## config.mk

```make
export PLATFORM = sky130hd
export DESIGN_NAME = conv_accumulator
export DESIGN_NICKNAME = d
export VERILOG_FILES = /design/src/rtl/cnn_pkg.sv /design/src/rtl/adder.sv /design/src/rtl/conv_accumulator.sv
export SDC_FILE = /design/constraint.sdc
export NUM_CORES = 1
export LEC_CHECK = 0
export ABC_CLOCK_PERIOD_IN_PS = 30100
export BUFFER_PORTS_ARGS = -buffer_cell sky130_fd_sc_hd__buf_2
export CAP_MARGIN = 10
export CORE_ASPECT_RATIO = 1.4
export CORE_MARGIN = 2
export CORE_UTILIZATION = 35
export CTS_CLUSTER_SIZE = 25
export DETAILED_ROUTE_END_ITERATION = 7
export GPL_ROUTABILITY_DRIVEN = 0
export HOLD_SLACK_MARGIN = 0.12
export SYNTH_ARGS = -nofsm -noshare
export SYNTH_HDL_FRONTEND = slang
export SYNTH_SLANG_ARGS = --single-unit
```

## constraint.sdc

```tcl
create_clock -name clk -period 30.1 [get_ports clk]
set_clock_uncertainty 0.2 [all_clocks]
set_input_delay 1.505 -clock clk [delete_from_list [all_inputs] [get_ports clk]]
set_output_delay 1.505 -clock clk [all_outputs]
set_load 0.02 [all_outputs]
```

## src/rtl/cnn_pkg.sv

```systemverilog
// Shared CNN definitions: arithmetic mode selectors and sizing helpers.
package cnn_pkg;

    localparam int ARITH_FLOAT = 0;
    localparam int ARITH_FIXED = 1;

    // Counter width for a TERMS-deep group, never narrower than one bit.
    function automatic int cnt_width(input int terms);
        return (terms <= 2) ? 1 : $clog2(terms);
    endfunction

endpackage

```

## src/rtl/adder.sv

```systemverilog
// Combinational adder: two's-complement wrap in fixed mode, truncating
// IEEE-style add in float mode (M counts the hidden bit; denormals flush).
module adder
    import cnn_pkg::*;
#(
    parameter int ARITH_TYPE = ARITH_FLOAT,
    parameter int DATA_WIDTH = 32,
    parameter int E          = 8,
    parameter int M          = 24
) (
    input  logic [DATA_WIDTH-1:0] a,
    input  logic [DATA_WIDTH-1:0] b,
    output logic [DATA_WIDTH-1:0] y
);

    generate
        if (ARITH_TYPE == ARITH_FIXED) begin : g_fixed
            // Plain modular add; overflow wraps at DATA_WIDTH.
            assign y = a + b;
        end else begin : g_float
            localparam int FW = M - 1;   // stored fraction bits
            localparam int XW = M + 3;   // hidden + fraction + 3 guard bits

            logic          s_big, s_sml;
            logic [E-1:0]  e_big, e_sml;
            logic [FW-1:0] f_big, f_sml;
            logic [XW-1:0] m_big, m_sml, m_sh, norm;
            logic [XW:0]   sum;
            logic [E-1:0]  diff;
            int            lz;
            int            exp_i;
            logic          found;

            // Align the smaller operand, add/subtract, renormalise, repack.
            always_comb begin
                if (a[DATA_WIDTH-2:0] >= b[DATA_WIDTH-2:0]) begin
                    s_big = a[DATA_WIDTH-1]; e_big = a[FW+E-1:FW]; f_big = a[FW-1:0];
                    s_sml = b[DATA_WIDTH-1]; e_sml = b[FW+E-1:FW]; f_sml = b[FW-1:0];
                end else begin
                    s_big = b[DATA_WIDTH-1]; e_big = b[FW+E-1:FW]; f_big = b[FW-1:0];
                    s_sml = a[DATA_WIDTH-1]; e_sml = a[FW+E-1:FW]; f_sml = a[FW-1:0];
                end
                m_big = {(|e_big), f_big, 3'b000};
                m_sml = {(|e_sml), f_sml, 3'b000};
                diff  = e_big - e_sml;
                m_sh  = (int'(diff) >= XW) ? '0 : (m_sml >> diff);

                if (s_big == s_sml) sum = {1'b0, m_big} + {1'b0, m_sh};
                else                sum = {1'b0, m_big} - {1'b0, m_sh};

                exp_i = int'(e_big);
                lz    = 0;
                found = 1'b0;
                norm  = sum[XW-1:0];
                if (sum[XW]) begin
                    norm  = sum[XW:1];
                    exp_i = exp_i + 1;
                end else begin
                    for (int i = XW - 1; i >= 0; i--) begin
                        if (!found && sum[i]) begin
                            lz    = XW - 1 - i;
                            found = 1'b1;
                        end
                    end
                    norm  = sum[XW-1:0] << lz;
                    exp_i = exp_i - lz;
                end

                if (sum == '0)
                    y = '0;
                else if (exp_i <= 0)
                    y = {s_big, {(DATA_WIDTH-1){1'b0}}};
                else if (exp_i >= (1 << E) - 1)
                    y = {s_big, {E{1'b1}}, {FW{1'b0}}};
                else
                    y = {s_big, exp_i[E-1:0], norm[XW-2:3]};
            end
        end
    endgenerate

endmodule

```

## src/rtl/conv_accumulator.sv

```systemverilog
// Folds each group of TERMS products into one sum and hands it downstream
// through a single-entry output register with valid/ready.
module conv_accumulator
    import cnn_pkg::*;
#(
    parameter int ARITH_TYPE = ARITH_FLOAT,
    parameter int DATA_WIDTH = 32,
    parameter int E          = 8,
    parameter int M          = 24,
    parameter int TERMS      = 9
) (
    input  logic                  clk,
    input  logic                  reset,
    input  logic                  clear,
    input  logic                  in_valid,
    output logic                  in_ready,
    input  logic [DATA_WIDTH-1:0] in_data,
    output logic                  out_valid,
    input  logic                  out_ready,
    output logic [DATA_WIDTH-1:0] out_data
);

    localparam int          CW   = cnt_width(TERMS);
    localparam logic [CW-1:0] LAST = CW'(TERMS - 1);

    logic [CW-1:0]         cnt_q, cnt_d;
    logic [DATA_WIDTH-1:0] acc_q, acc_d;
    logic [DATA_WIDTH-1:0] out_data_q, out_data_d;
    logic                  out_valid_q, out_valid_d;
    logic [DATA_WIDTH-1:0] sum;
    logic                  is_last, accept;

    adder #(
        .ARITH_TYPE (ARITH_TYPE),
        .DATA_WIDTH (DATA_WIDTH),
        .E          (E),
        .M          (M)
    ) u_adder (
        .a (acc_q),
        .b (in_data),
        .y (sum)
    );

    // Handshake plus next-state for counter, accumulator and output register.
    always_comb begin
        is_last     = (cnt_q == LAST);
        // Partial terms keep flowing; only the closing term waits on a full slot.
        in_ready    = !clear && (!is_last || !out_valid_q || out_ready);
        accept      = in_valid && in_ready;
        cnt_d       = cnt_q;
        acc_d       = acc_q;
        out_data_d  = out_data_q;
        out_valid_d = out_valid_q;

        if (out_valid_q && out_ready) out_valid_d = 1'b0;

        if (clear) begin
            cnt_d = '0;
        end else if (accept) begin
            if (is_last) begin
                out_data_d  = (TERMS == 1) ? in_data : sum;
                out_valid_d = 1'b1;
                cnt_d       = '0;
            end else if (cnt_q == '0) begin
                // First term loads directly so float groups never see a -0/+0 add.
                acc_d = in_data;
                cnt_d = CW'(1);
            end else begin
                acc_d = sum;
                cnt_d = cnt_q + CW'(1);
            end
        end
    end

    // State registers; reset discards partial sums and any pending result.
    always_ff @(posedge clk or posedge reset) begin
        if (reset) begin
            cnt_q       <= '0;
            acc_q       <= '0;
            out_data_q  <= '0;
            out_valid_q <= 1'b0;
        end else begin
            cnt_q       <= cnt_d;
            acc_q       <= acc_d;
            out_data_q  <= out_data_d;
            out_valid_q <= out_valid_d;
        end
    end

    assign out_valid = out_valid_q;
    assign out_data  = out_data_q;

endmodule

```

==> impl_metrics.yaml <==
run_status:
  status: "completed"
detailed_routing:
  total_wirelength_um: 53600
  via_per_inst: 6.39
  drt_iter0_markers: 1950
  drc: 0
  firstDrtPassIters: 7
  post_drt_wl_per_cell_um: 24.1
  antenna_viol_nets_final: 0
  via_count: 14200
grt:
  grt_pass1_vias: 13800
  grt_start_max_net_pins: 70
  globalRouteOverflowTotal: 0
  global_route.usage.total: 0.270
  antenna_found_initial: 0
  grt_first_pass_wirelength_um: 81800
placed_design:
  port_bufs: 70
  placed_cell_area_um2: 13600
  dp.final_hpwl_um: 41900
  worst_setup_slack_after_placement_ps: 13510
hold_path:
  holdCritPathClass: "reg2reg"
clock_network:
  tritoncts: "built"
  clkTransAtPathRegs_ps: 50
  cts_root_buffer: "clkbuf_16"
  clock_tree.buffer_depth: 2
  cts_hold_buf: 0
  numCtsBuffers: 9
  clock_sinks: 69
  ctsHtreeMaxLevel: 3
  clk_latency_ps: 340
  cts_setup_buffers: 0
  cts_resized: 0
floorplan:
  placeableCoreArea_um2: 36700
  placementRows: 83
  die_height_um: 232
  floorplan.die.width_um: 167
  start_util: 0.354
  die-area_um2: 38600
  floorplan.io_pins: 71
sta:
  grt_setup_unrepaired: "false"
  worst_pin_slew_ps: 1020
  final_min_period_over_clock_period: 0.555
  timing.max_slew.rel_slack: 0.316
  setup_tns_ps: 0
  final_max_slew_viol_count: 0
  timing.final.crit_period_ps: 16710
  setup_violations: 0
  smallest_setup_slack_after_layout_ps: 13390
  finalHoldViolCount: 0
  fmax_ghz: 0.0599
synthesis:
  synth_edf_count: 0
  most_area_consuming_cells_after_synthesis: "dfrtp_1 13%, ha_1 8.8%, mux2i_1 7.7%"
  yosys_warnings: 0
  synth-seq-cells: 69
  netlist-cell-type-count: 114
  postSynthCellCount: 1768
  postSynthAreaPerCell_um2: 7.34
  synth_top_area_cell: "dfrtp_1"
  synthFlopType: "dfrtp_1"
  synth_sequential_area_ratio: 0.133
  synth_top_area_frac: 0.133
  async_reset_ff_frac: 1.00
  synthesis.nets: 1898
  mappedNetlistArea_um2: 13000
critical_path:
  critical_path.most_common_cell: "nand2_1"
  worstSetupPathType: "in2reg"
  slowest_delay_ps: 860
  crit_family: "compound AO/OA/AOI/OAI gates"
  arrival_ps: 16700
  cp_num_buf_inv: 7
  cp-start-kind: "input port"
  critPathCaptureType: "flip-flop"
  timing.critical_path.required_ps: 30100
  crit_path_top_delay_cell: "nor3_1"
  critical_path.max_fanout: 67
finish:
  most-common-layout-cells: "224 x nand2_1, 142 x nor2_1, 131 x a21oi_1, 100 x mux2i_1, 97 x o21ai_0"
  fill_cells: 3847
  fraction_of_final_layout_cells_sized_beyond_drive_strength_1: 0.135
  antenna_cells_inserted: 0
  layout-area-overhead-vs-synth_pct: 6.67
  mostFrequentLayoutCell: "nand2_1"
  final_nets: 1886
  finish.instance_area_um2: 13800
  fin_util: 0.377
run:
  max_cap_viol_count: 0
-- layout make-up --
cell class / instances / area (um2) / area share
clock inverter: 2 / 10.0 / 0.000723
multi-input combinational: 1493 / 10400 / 0.753
inverter: 95 / 358 / 0.0259
clock buffer: 12 / 256 / 0.0185
tap: 467 / 584 / 0.0422
sequential: 69 / 1730 / 0.125
timing repair buffer: 88 / 485 / 0.0351
-- cell usage after synthesis (16+ instances only) --
library cell	instances
a21o_1	40
dfrtp_1	69
mux2_2	49
o211ai_1	22
a21oi_1	131
buf_2	22
nand4_1	19
o22ai_1	22
ha_1	91
xnor2_1	21
nor2b_1	22
o21ai_0	97
nor2_1	142
a211oi_1	18
clkbuf_1	67
o21ai_1	20
mux4_2	16
a31oi_1	33
nand2_1	224
nand2b_1	18
mux2i_1	100
inv_1	92
nor3_1	39
nand3_1	61
and2_1	29
-- sequential cells by signal, summed over array words and instances (netlist names) --
register and count:
acc_q 32, cnt_q 4, out_data 32, out_valid 1
-- path summary, 6_finish.rpt --
kind                              startpoint      endpoint  slack, ps  cells after the start
worst max-delay path             in_data[23]   out_data[5]      13390                     58
worst min-delay path            out_data[16]  out_data[16]        280                      2
worst max register to register     acc_q[23]   out_data[5]      14290                     56
worst min register to register  out_data[16]  out_data[16]        280                      2
max in group asynchronous              reset     acc_q[12]      27900                      3
min in group asynchronous              reset  out_data[23]       1230                      3
-- logic make-up after synthesis --
kind of cell / Yosys count / share of synthesized area
xor gates and xnor gates: 30 / 0.0203
DFF: 69 / 0.133
buffers and inverters: 206 / 0.0670
adders and majority gates: 93 / 0.0909
and+or+nand+nor: 651 / 0.247
muxes: 168 / 0.151
AOI/OAI and AO/OA: 551 / 0.291
-- tightest hold or removal path, stage by stage (launching register included) --
cell     delay [ps]
dfrtp_1         330
nand2_1          50
o31ai_1          60
-- routing by layer --
metal / track usage / wire length, um
met1: 0.314 / 20300
met2: 0.463 / 25300
met3: 0.0309 / 3620
met4: 0.189 / 4370
met5: 0 / 0
-- stage by stage --
stage	hold slack, ps	cells
after CTS	276	2226
after global routing	298	2226
after floorplan	333	1768
final	276	2226
after detailed placement	263	2212
after global placement	258	2212
Power is left out: the tool's default activity adds up to more than one toggle a clock period on the data nets, which glitch-free logic cannot reach.
